### src/rtl/dsram_store_buf.sv
// Store buffer and port arbiter for the single data-SRAM port behind the D-TLB stage.
// Stores are absorbed into an in-order FIFO and drained when the port is free;
// loads take the port first unless they alias a buffered store by word address.
//
// Handshakes: a pipeline request transfers when pipe_en & ~stallreq & ~ext_stall
// (only stores are captured; loads are simply re-presented until they transfer).
// An SRAM access transfers when sram_en & sram_ready; a head write that transfers
// pops the FIFO.
module dsram_store_buf #(
    parameter int DEPTH = 4,
    parameter int AW    = 32,
    parameter int DW    = 32
) (
    input  logic                     clk,
    input  logic                     rst,
    input  logic                     pipe_en,
    input  logic                     pipe_wen,
    input  logic [DW/8-1:0]          pipe_sel,
    input  logic [AW-1:0]            pipe_addr,
    input  logic [DW-1:0]            pipe_wdata,
    input  logic                     ext_stall,
    output logic                     stallreq,
    output logic                     sram_en,
    output logic                     sram_wen,
    output logic [DW/8-1:0]          sram_sel,
    output logic [AW-1:0]            sram_addr,
    output logic [DW-1:0]            sram_wdata,
    input  logic                     sram_ready,
    output logic [$clog2(DEPTH):0]   buf_count,
    output logic                     buf_empty
);

    localparam int PW = $clog2(DEPTH);
    localparam int SW = DW / 8;

    logic [AW-1:0] addr_q [DEPTH];
    logic [SW-1:0] sel_q  [DEPTH];
    logic [DW-1:0] data_q [DEPTH];

    logic [PW-1:0] head_q;
    logic [PW-1:0] tail_q;
    logic [PW:0]   count_q;

    logic is_load;
    logic is_store;
    logic full;
    logic alias_hit;
    logic head_wr;
    logic pop;
    logic fire;
    logic push;

    assign is_load   = pipe_en & ~pipe_wen;
    assign is_store  = pipe_en & pipe_wen;
    assign full      = (count_q == (PW+1)'(DEPTH));
    assign buf_empty = (count_q == '0);
    assign buf_count = count_q;

    // Alias detection: a load matches any occupied slot on word address; byte enables are ignored.
    always_comb begin
        alias_hit = 1'b0;
        for (int i = 0; i < DEPTH; i++) begin
            if (({1'b0, PW'(i) - head_q} < count_q) &&
                (addr_q[i][AW-1:2] == pipe_addr[AW-1:2])) begin
                alias_hit = 1'b1;
            end
        end
        alias_hit = alias_hit & is_load;
    end

    // Port arbitration: non-aliasing load first, otherwise drain the head entry.
    always_comb begin
        sram_en    = 1'b0;
        sram_wen   = 1'b0;
        sram_sel   = '0;
        sram_addr  = '0;
        sram_wdata = '0;
        head_wr    = 1'b0;
        if (is_load && !alias_hit) begin
            sram_en   = 1'b1;
            sram_sel  = pipe_sel;
            sram_addr = pipe_addr;
        end else if (!buf_empty) begin
            sram_en    = 1'b1;
            sram_wen   = 1'b1;
            sram_sel   = sel_q[head_q];
            sram_addr  = addr_q[head_q];
            sram_wdata = data_q[head_q];
            head_wr    = 1'b1;
        end
    end

    // Stall generation: loads wait for the port or for aliasing stores to drain; stores wait for space.
    always_comb begin
        pop      = head_wr & sram_ready;
        stallreq = 1'b0;
        if (is_load) begin
            stallreq = alias_hit | ~sram_ready;
        end else if (is_store) begin
            stallreq = full & ~pop;
        end
        fire = pipe_en & ~stallreq & ~ext_stall;
        push = fire & pipe_wen;
    end

    // FIFO pointers and occupancy; a push and pop in the same cycle leave the count unchanged.
    always_ff @(posedge clk) begin
        if (rst) begin
            head_q  <= '0;
            tail_q  <= '0;
            count_q <= '0;
        end else begin
            if (push) tail_q <= tail_q + PW'(1);
            if (pop)  head_q <= head_q + PW'(1);
            case ({push, pop})
                2'b10:   count_q <= count_q + (PW+1)'(1);
                2'b01:   count_q <= count_q - (PW+1)'(1);
                default: count_q <= count_q;
            endcase
        end
    end

    // Entry storage; contents need no reset because occupancy is tracked by count.
    always_ff @(posedge clk) begin
        if (push) begin
            addr_q[tail_q] <= pipe_addr;
            sel_q[tail_q]  <= pipe_sel;
            data_q[tail_q] <= pipe_wdata;
        end
    end

endmodule

### config.mk
export PLATFORM = sky130hd
export DESIGN_NAME = dsram_store_buf
export DESIGN_NICKNAME = d
export VERILOG_FILES = /design/src/rtl/dsram_store_buf.sv
export SDC_FILE = /design/constraint.sdc
export NUM_CORES = 1
export LEC_CHECK = 0
export ABC_AREA = 0
export CORE_MARGIN = 4
export CORE_UTILIZATION = 50
export CTS_CLUSTER_SIZE = 16
export DETAILED_ROUTE_END_ITERATION = 8
export HOLD_SLACK_MARGIN = 0.1
export MAX_ROUTING_LAYER = met4
export PLACE_DENSITY_LB_ADDON = 0.25
export SLEW_MARGIN = 10
export SYNTH_ARGS = -nofsm -noshare
export SYNTH_HDL_FRONTEND = slang
export SYNTH_SLANG_ARGS = --single-unit
### constraint.sdc
create_clock -name clk -period 3.74 [get_ports clk]
set_input_delay 0.748 -clock clk [delete_from_list [all_inputs] [get_ports clk]]
set_output_delay 0.748 -clock clk [all_outputs]
set_load 0.01 [all_outputs]
**After elaboration in Yosys (flattened, before gate mapping)**

Memories as Yosys holds them, arrays and structs flattened. A register that Yosys moved wholly into a read port is not among the register bits.
Cells that the tools add are included.

- $mul: 0
- Div/mod/pow operators: 0
- Shift-type cells: 0
- Bitwise logic cells: 14
- Multiplexer cells: 24
- Add/sub/neg operators: 8
- $lt $le $gt $ge: 4
- Reduce and logical (&&, ||, !) cells: 8
- Equal/unequal tests: 7

Operator list:

| kind | count |
|---|---|
| $mux 32 | 4 |
| $eq 30x30->1 | 4 |
| $lt 2x3->1 | 4 |
| $mux 2 | 6 |
| $mux 1 | 11 |
| $and 1x1->1 | 8 |
| $mux 4 | 2 |
| $pmux 3 s2 | 1 |
| $logic_and 1x1->1 | 5 |
| $not 1->1 | 5 |
| $add 2x1->2 const B | 2 |
| $sub 1x2->2 const A | 2 |
| $sub 2x2->2 const A | 2 |
| $add 3x1->3 const B | 1 |
| $eq 3x3->1 const B | 1 |
| $logic_not 3->1 | 1 |
| $sub 3x1->3 const B | 1 |
| $eq 2x1->1 const B | 1 |
| $eq 2x2->1 const B | 1 |
| $reduce_bool 2->1 | 1 |
| $logic_not 1->1 | 1 |
| $or 1x1->1 | 1 |

- Register bits: 7
- Input bits: 74
- RAM bits: 272
- Output and inout bits: 75
- Word-level logic and storage cells: 71
- ROM bits: 0
- Memories: 3
- Latch bits: 0

Memories:

| name | words | bits a word | rd ports | clocked after memory_dff | wr ports | RTL line | source |
|---|---|---|---|---|---|---|---|
| addr_q | 4 | 32 | 5 | 1 | 1 | 36 | `logic [AW-1:0] addr_q [DEPTH];` |
| data_q | 4 | 32 | 1 | 1 | 1 | 38 | `logic [DW-1:0] data_q [DEPTH];` |
| sel_q | 4 | 4 | 1 | 1 | 1 | 37 | `logic [SW-1:0] sel_q [DEPTH];` |

**Longest topological paths before layout**

Gate-level depths: netlist of the first run.

- Depth after elaboration: 22
- Gate-level depth with buffers: 15
- Gate-level depth less buffers: 15

**Worst setup path before layout of the first run**

No wires, ideal clock.

- Kind: input -> register
- Start point: in pipe_addr[18]
- End point: reg count_q[2], in the netlist buf_count[2]
- Required time: 3.669 ns
- Buffers on the path: 1
- Arrival: 3.464 ns
- Stages: 14
- Setup time: 0.071 ns
- Path slack: 0.206 ns
- Cells stage by stage: buf_2 > xor2_1 > nor4_1 > nand4_1 > a2111oi_4 > nor4_4 > a21oi_4 > and2_1 > ha_1 > inv_1 > fa_1 > xor2_1 > or3_1 > a21oi_1

- Longest elaborated chain between the ends: 21
- Elaborated cells on any way between the ends: 30
- Those cells by class: eq/ne (6); mux (8); bitwise (9); reduce/logical (7)

Ends and longest elaborated chain:

| item | RTL line | source |
|---|---|---|
| start, declared | 19 | `input logic [AW-1:0] pipe_addr,` |
| $eq 30x30->1 | 64 | `(addr_q[i][AW-1:2] == pipe_addr[AW-1:2])) begin` |
| $logic_and 1x1->1 | 63 | `if (({1'b0, PW'(i) - head_q} < count_q) &&` |
| $mux 1 (3 in series) | 63 |  |
| $mux 1 (*) | 63 |  |
| $and 1x1->1 (*) | 68 | `alias_hit = alias_hit & is_load;` |
| $logic_not 1->1 (*) | 79 | `if (is_load && !alias_hit) begin` |
| $logic_and 1x1->1 (*) | 79 |  |
| $mux 1 (*) | 79 |  |
| [... 1 more ...] | - |  |
| via pop | 49 | `logic pop;` |
| [... 1 more ...] | - |  |
| $and 1x1->1 | 100 | `stallreq = full & ~pop;` |
| $mux 1 | 99 | `end else if (is_store) begin` |
| $mux 1 | 97 | `if (is_load) begin` |
| $not 1->1 | 102 | `fire = pipe_en & ~stallreq & ~ext_stall;` |
| $and 1x1->1 (2 in series) | 102 |  |
| $and 1x1->1 | 103 | `push = fire & pipe_wen;` |
| $eq 2x1->1 / $eq 2x2->1 (equally long branches) | 115 | `case ({push, pop})` |
| $pmux 3 s2 / $reduce_bool 2->1 (equally long branches) | - |  |
| end signal, assigned | 116 | `2'b10: count_q <= count_q + (PW+1)'(1);` |
| end signal, assigned | 117 | `2'b01: count_q <= count_q - (PW+1)'(1);` |
| end signal, assigned | 118 | `default: count_q <= count_q;` |
| end, declared | 42 | `logic [PW:0] count_q;` |

The timed path passes the listed nets; every way through them passes the cells marked *.
A chain may end at the register's enable or synchronous reset.

**Final worst setup path of the first run**

- Start point: in pipe_addr[24]
- End point: out sram_wdata[1]

- Longest elaborated chain between the ends: 10
- Elaborated cells on any way between the ends: 16
- Those cells by class: eq/ne (4); mux (5); bitwise (1); reduce/logical (6)

Ends and longest elaborated chain:

| item | RTL line | source |
|---|---|---|
| $eq 30x30->1 | 64 |  |
| $logic_and 1x1->1 | 63 |  |
| $mux 1 (3 in series) | 63 |  |
| $mux 1 (*) | 63 |  |
| $and 1x1->1 (*) | 68 |  |
| $logic_not 1->1 (*) | 79 |  |
| $logic_and 1x1->1 (*) | 79 |  |
| $mux 32 (*) | 79 |  |
| end, declared | 27 | `output logic [DW-1:0] sram_wdata,` |

Every way passes the cells marked *; elsewhere a longest branch is shown, timed or not.

==> results.txt, run 1 <==
----------------------------------------------------
[Yosys]
  Most used flip-flop cell after synthesis ... sky130_fd_sc_hd__edfxtp_1
  Per-instance average area after synthesis ... roughly 17 um2
  FF+latch count, synth ... between 200 and 300
  Number of distinct library cells after synthesis ... 37
  Mapped Nets ... 866
  Cell count after synthesis ... around 800
  Sequential fraction of the synthesis area ... 0.646
  Mapped cell area ... between 10000 and 15000 um2
  Count of yosys warnings during synthesis ... 0
  Asr flop ratio synth ... 0
  Number of flops mapped to enable cells by yosys ... approximately 270

[Final layout]
  Area added between synthesis and finish ... 30.5%
  Final non-filler cell total ... 1376
  NumNets Final ... between 1000 and 1500
  Antenna diode instance count ... 0
  Utilization after layout ... 0.666
  Share of cells above drive strength 1 ... 0.390

[Setup path]
  Crit end category ... output port
  Crit Path Max Fanout ... 8
  Element type at the critical path start ... input port
  Setup Crit Path Kind ... in2out
  Arr. time, crit path ... around 3100 ps
  Endpoint required time on the critical path ... between 2000 and 3000 ps

[Min path]
  Worst min path class ... in2reg

[Run]
  Max Cap Violations ... 0

[STA]
  Setup repair after global routing missed its margin ... yes
  Max-slew violations ... 0
  Tightest slew margin relative to the limit ... 0.637
  Top achievable clock speed ... roughly 0.26 GHz
  Skew final ... between 20 and 30 ps
  Final number of hold-violating endpoints ... 0
  Pin slew with the least headroom to its limit ... 544 ps
  Final Critical Period ... a little under 4000 ps
  Post-layout worst setup margin ... -143 ps
  Worst hold slack ... between 500 and 600 ps
  Final setup vio count ... 67
  Sum Neg Setup Slack ... -4100 ps
  Share of the clock period used by the worst path ... 1.04

[Power and ir drop]
  Worst-case vdd ir drop ... 0.000425 V
  Leakage ... just over 0.006 uW
  Pwr Density ... approximately 460 nW/um2
  PnR Total Power ... a little under 8000 uW

[CTS]
  Number of levels in the clock H-tree ... 1
  Number of buffers added by the clock tree synthesis step ... 28
  Clk sink count ... about 280
  CTS clock-pin slew for the worst setup and hold paths ... around 60 ps
  # hold bufs at CTS ... 0
  CTS tree ... done
  Source-to-sink clock delay at the later pin of the worst-skew pair ... about 550 ps
  Root cell of the clock tree ... sky130_fd_sc_hd__clkbuf_16
  Number of buffers on the longest clock path ... 3

[Global routing]
  Antenna violations before repair ... 1
  Overall fraction of global-route tracks in use ... 0.223
  Largest net degree at the start of global routing ... 30
  First-pass GRT wire length ... approximately 47 mm
  Vias in the first global route ... around 8000
  GRT Residual Overflow ... 0

[Die]
  Standard-cell rows ... 58
  I/O pins ... approximately 150
  Die extent in y ... 169 um
  Die Footprint ... about 28000 um2
  Width of the die ... 169 um
  Starting utilization of the core area ... 0.511
  Standard cell core area ... around 25000 um2

[Detailed routing]
  Mean routed wirelength per cell ... approximately 23 um
  Via count ... about 7500
  Routed wire length ... around 31 mm
  DRC ... 0
  Mean number of vias per cell ... roughly 5.4
  Starting DRT DRC Count ... a little under 600
  Remaining number of nets flagged by the antenna check after routing ... 0
  Number of detailed-routing iterations run before antenna repair ... 7

[Placement]
  Port Buf Inserts ... 148
  HPWL after DPL ... around 21 mm
  Placed Cells ... ~1300
  Final GP Congestion ... around 0.82

[Outcome]
  Status ... finished, violations left
  Failing checks ... setup timing

----------------------------------------------------
cell usage after synthesis (9+ instances only):
cell type / number / area, um2
sky130_fd_sc_hd__mux2i_1: 37 / 370
sky130_fd_sc_hd__ha_1: 9 / 113
sky130_fd_sc_hd__nor4_1: 24 / 150
sky130_fd_sc_hd__xor2_1: 110 / 963
sky130_fd_sc_hd__nand2_1: 38 / 143
sky130_fd_sc_hd__edfxtp_1: 272 / 8170
sky130_fd_sc_hd__mux4_2: 68 / 1530
sky130_fd_sc_hd__dfxtp_1: 9 / 180
sky130_fd_sc_hd__inv_1: 52 / 195
sky130_fd_sc_hd__clkbuf_1: 18 / 67.6
sky130_fd_sc_hd__xnor2_1: 14 / 123
sky130_fd_sc_hd__buf_2: 27 / 135
sky130_fd_sc_hd__and2_1: 37 / 231
worst max-delay path, cell delays in order:
cell,delay (ps)
sky130_fd_sc_hd__clkdlybuf4s15_2,240
sky130_fd_sc_hd__xor2_1,200
sky130_fd_sc_hd__nor4_1,360
sky130_fd_sc_hd__buf_4,190
sky130_fd_sc_hd__nand3_4,90
sky130_fd_sc_hd__a2111oi_4,380
sky130_fd_sc_hd__nor4_4,120
sky130_fd_sc_hd__a21oi_4,160
sky130_fd_sc_hd__buf_12,150
sky130_fd_sc_hd__buf_12,120
sky130_fd_sc_hd__buf_16,130
sky130_fd_sc_hd__and2_4,140
sky130_fd_sc_hd__buf_6,100
layout make-up:
class	count	area (um2)
flip-flops and latches	281	8350
well taps	330	413
multi-input cells	390	4390
clock inverters	20	264
repair buffers	271	2550
clock buffers	32	716
fillers	1769	8450
inverters	52	195
cells in the final DEF (no fill, tap or decap), drive strengths merged, types with 13 or more instances in the layout:
master,instances
edfxtp,272
buf,197
xor2,110
mux4,68
inv,52
clkdlybuf4s50,47
clkbuf,42
nand2,39
and2,37
mux2i,37
nor4,25
xnor2,14
clkdlybuf4s15,13
clkinv,13
report_power, final:
part / internal (uW) / total (uW) / switching [uW]
combinational: 652 / 1240 / 586
sequential: 3490 / 3530 / 38.4
clock: 1790 / 2960 / 1170
flip-flops by register name, indices dropped and copies added (netlist names), named ones only:
name / flops
addr_q: 128
data_q: 128
head_q: 2
sel_q: 16
buf_count: 3
tail_q: 2
what timing repair did:
action / 4_1_cts / 5_1_grt
gates resized for setup: 454 / 45
cloned: 5 / 0
setup endpoints to repair: 73 / 73
pin swaps: 27 / 20
buffers inserted: 19 / 5
cells by family (layout without fill, tap and decap cells):
logic type | count (synthesis) | after routing | share of synthesized area
DFF | 281 | 281 | 0.646
and+or+nand+nor | 130 | 130 | 0.0546
xor gates and xnor gates | 124 | 124 | 0.0840
buffers and inverters | 111 | 375 | 0.0416
muxes | 106 | 106 | 0.148
AOI/OAI and AO/OA | 20 | 20 | 0.0160
adders and majority gates | 10 | 10 | 0.0103
routing by layer:
| layer | vias up | GRT usage | wire, um |
|---|---|---|---|
| li1 | 3396 | - | - |
| met1 | 3788 | 0.311 | 13300 |
| met2 | 249 | 0.360 | 15300 |
| met3 | 32 | 0.0318 | 1890 |
| met4 | 0 | 0.0438 | 505 |
| met5 | - | - | 0 |
worst paths after layout:
path / start / end / slack, ps / cells after the start
min reg2reg: tail_q[1] / tail_q[1] / 560 / 2
min: pipe_addr[27] / addr_q[1][27] / 550 / 2
max reg2reg: addr_q[3][22] / buf_count[2] / 90 / 17
max: pipe_addr[24] / sram_wdata[1] / -140 / 13
metrics by stage:
step / setup WS (ps) / cell area [um2]
floorplan: 206 / 12900
global placement: -1090 / 15400
detailed placement: -1070 / 15400
CTS: -169 / 16900
global route: -215 / 16900
finish: -143 / 16900
Note: power is estimated with default switching activity, not from simulation.
==> run 2: changes to the inputs <==
--- a/config.mk
+++ b/config.mk
@@ -11,7 +11,6 @@
 export CTS_CLUSTER_SIZE = 16
 export DETAILED_ROUTE_END_ITERATION = 8
 export HOLD_SLACK_MARGIN = 0.1
-export MAX_ROUTING_LAYER = met4
 export PLACE_DENSITY_LB_ADDON = 0.25
 export SLEW_MARGIN = 10
 export SYNTH_ARGS = -nofsm -noshare
==> run 2 against run 1 <==
The flow still finishes with violations (setup timing). Final area is essentially flat. Highest routed layer unchanged. Non-clock buffer count is the same. Sequential share of layout area is essentially flat. Clock-buffer cell count is the same. Combinational power is essentially flat. Largest power group unchanged. Flip-flop and latch count is the same. Hold slack gained 7.4 ps.
==> results.txt, run 2 (same netlist as run 1, synthesis figures left out) <==
----------------------------------------------------
[CTS]
  CTS clock-pin slew for the worst setup and hold paths ... roughly 60 ps
  Root cell of the clock tree ... sky130_fd_sc_hd__clkbuf_16
  Clk sink count ... around 280
  Number of buffers added by the clock tree synthesis step ... 28
  CTS tree ... done
  Number of levels in the clock H-tree ... 1
  Number of buffers on the longest clock path ... 3
  Source-to-sink clock delay at the later pin of the worst-skew pair ... between 500 and 600 ps

[Detailed routing]
  Number of detailed-routing iterations run before antenna repair ... 5
  Remaining number of nets flagged by the antenna check after routing ... 0
  Via count ... around 7500
  DRC ... 0
  Routed wire length ... 31.0 mm
  Starting DRT DRC Count ... just under 700
  Mean routed wirelength per cell ... about 23 um
  Mean number of vias per cell ... between 5 and 6

[Global routing]
  Antenna violations before repair ... 1
  Largest net degree at the start of global routing ... 30
  First-pass GRT wire length ... approximately 47 mm
  GRT Residual Overflow ... 0
  Overall fraction of global-route tracks in use ... 0.217
  Vias in the first global route ... about 8000

[Die]
  Standard-cell rows ... 58
  I/O pins ... between 100 and 150
  Width of the die ... around 170 um
  Die Footprint ... 28500 um2
  Die extent in y ... roughly 170 um
  Standard cell core area ... roughly 25000 um2
  Starting utilization of the core area ... 0.511

[Setup path]
  Element type at the critical path start ... input port
  R2r startpoint ... addr_q[3][22]
  Endpoint required time on the critical path ... about 3000 ps
  Crit end category ... output port
  CP max stage delay ... around 380 ps
  Reg2reg setup slack ... about 70 ps
  Reg-to-reg critical path endpoint ... buf_count[2]
  Crit Path Max Fanout ... 8
  Setup Crit Path Kind ... in2out
  Worst reg2reg path depth ... 17
  Critical path origin ... pipe_addr[24]
  Worst setup endpoint ... sram_wdata[1]
  Slowest stage cell on the critical path ... sky130_fd_sc_hd__a2111oi_4
  Cell seen most often among critical-path stages ... sky130_fd_sc_hd__buf_12
  Cells along the critical path ... clkdlybuf4s15_2 > xor2_1 > nor4_1 > buf_4 > nand3_4 > a2111oi_4 > nor4_4 > a21oi_4 > buf_12 > buf_12 > buf_16 > and2_4 > buf_6
  Arr. time, crit path ... around 3100 ps

[Final layout]
  Registers with the most flip-flops ... addr_q (128), data_q (128), sel_q (16)
  NumNets Final ... 1108
  Share of cells above drive strength 1 ... 0.390
  Area added between synthesis and finish ... 30.6%
  Most used cells in the layout excluding fill and tap cells ... 272 x sky130_fd_sc_hd__edfxtp_1, 103 x sky130_fd_sc_hd__xor2_1, 86 x sky130_fd_sc_hd__buf_4
  Commonest non-fill, non-tap cell in the layout ... sky130_fd_sc_hd__edfxtp_1

[Placement]
  Dpl ws ... -1070 ps
  HPWL after DPL ... slightly above 20 mm
  Final GP Congestion ... a little over 0.8
  Port Buf Inserts ... 148

[Power and ir drop]
  Leakage ... roughly 0.0062 uW
  Pwr Density ... roughly 460 nW/um2
  Worst-case vdd ir drop ... 0.000426 V

[STA]
  Skew final ... ~18 ps
  Worst hold slack ... roughly 560 ps
  Final number of hold-violating endpoints ... 0
  Top achievable clock speed ... ~0.26 GHz
  Post-layout worst setup margin ... -141 ps
  Share of the clock period used by the worst path ... 1.04
  Sum Neg Setup Slack ... -3930 ps
  Max-slew violations ... 0
  Final setup vio count ... 67
  Tightest slew margin relative to the limit ... 0.628
  Final Critical Period ... 3880 ps
  Setup repair after global routing missed its margin ... yes
  Pin slew with the least headroom to its limit ... roughly 560 ps

[Outcome]
  Status ... finished, violations left
  Failing checks ... setup timing

[Run]
  Max Cap Violations ... 0

[Min path]
  Critical hold path startpoint ... pipe_addr[27]
  Worst min path class ... in2reg

----------------------------------------------------
run 2: cell count changes in the layout (fill, tap and decap cells not counted), sizes merged:
cell,change
diode,+1
run 2: repair_timing:
action | 4_1_cts | 5_1_grt
gates resized for setup | 454 | 45
hold buffers | 0 | 0
setup endpoints to repair | 73 | 73
cloned | 5 | 0
setup buffers | 19 | 5
pin swaps | 27 | 20
run 2: worst min path at each step:
stage,to,slack [ps],depth (start not counted)
after floorplan,tail_q[1],510,2
after global placement,buf_count[1],530,2
after detailed placement,tail_q[1],550,2
after CTS,addr_q[0][27],550,2
final,addr_q[0][27],560,2
after global routing,addr_q[3][27],550,2
run 2: worst max-delay path: cells and delay by family:
family | cells | cell delay (ps)
XOR/XNOR | 1 | 200
AND/OR/NAND/NOR | 4 | 710
AO/OA/AOI/OAI | 2 | 540
buffers and inverters | 6 | 930
run 2: area by class of cell:
cell class / count / area, um2
Antenna cell: 1 / 2.50
Clock buffer: 32 / 716
Clock inverter: 20 / 264
Fill cell: 1768 / 8440
Inverter: 52 / 195
Multi-Input combinational cell: 390 / 4390
Sequential cell: 281 / 8350
Tap cell: 330 / 413
Timing Repair Buffer: 271 / 2550
run 2: stage by stage:
stage / cells / cell area (um2) / power (uW) / util
final: 1377 / 16900 / 7710 / 0.667
after global routing: 1376 / 16900 / 8010 / 0.666
after CTS: 1377 / 16900 / 7800 / 0.667
after detailed placement: 1302 / 15400 / 4700 / 0.609
after global placement: 1302 / 15400 / 4690 / 0.609
after floorplan: 782 / 12900 / 4150 / -
run 2: routing by layer:
layer	GRT usage	up-vias	wire [um]
met5	0	-	0
met4	0.0438	0	501
met3	0.0318	32	2010
met2	0.361	256	15300
met1	0.311	3785	13200
li1	-	3394	-
run 2: power breakdown:
part,internal (uW),switching [uW]
clock,1790,1160
sequential,3490,38.4
combinational,652,586
total,5930,1780
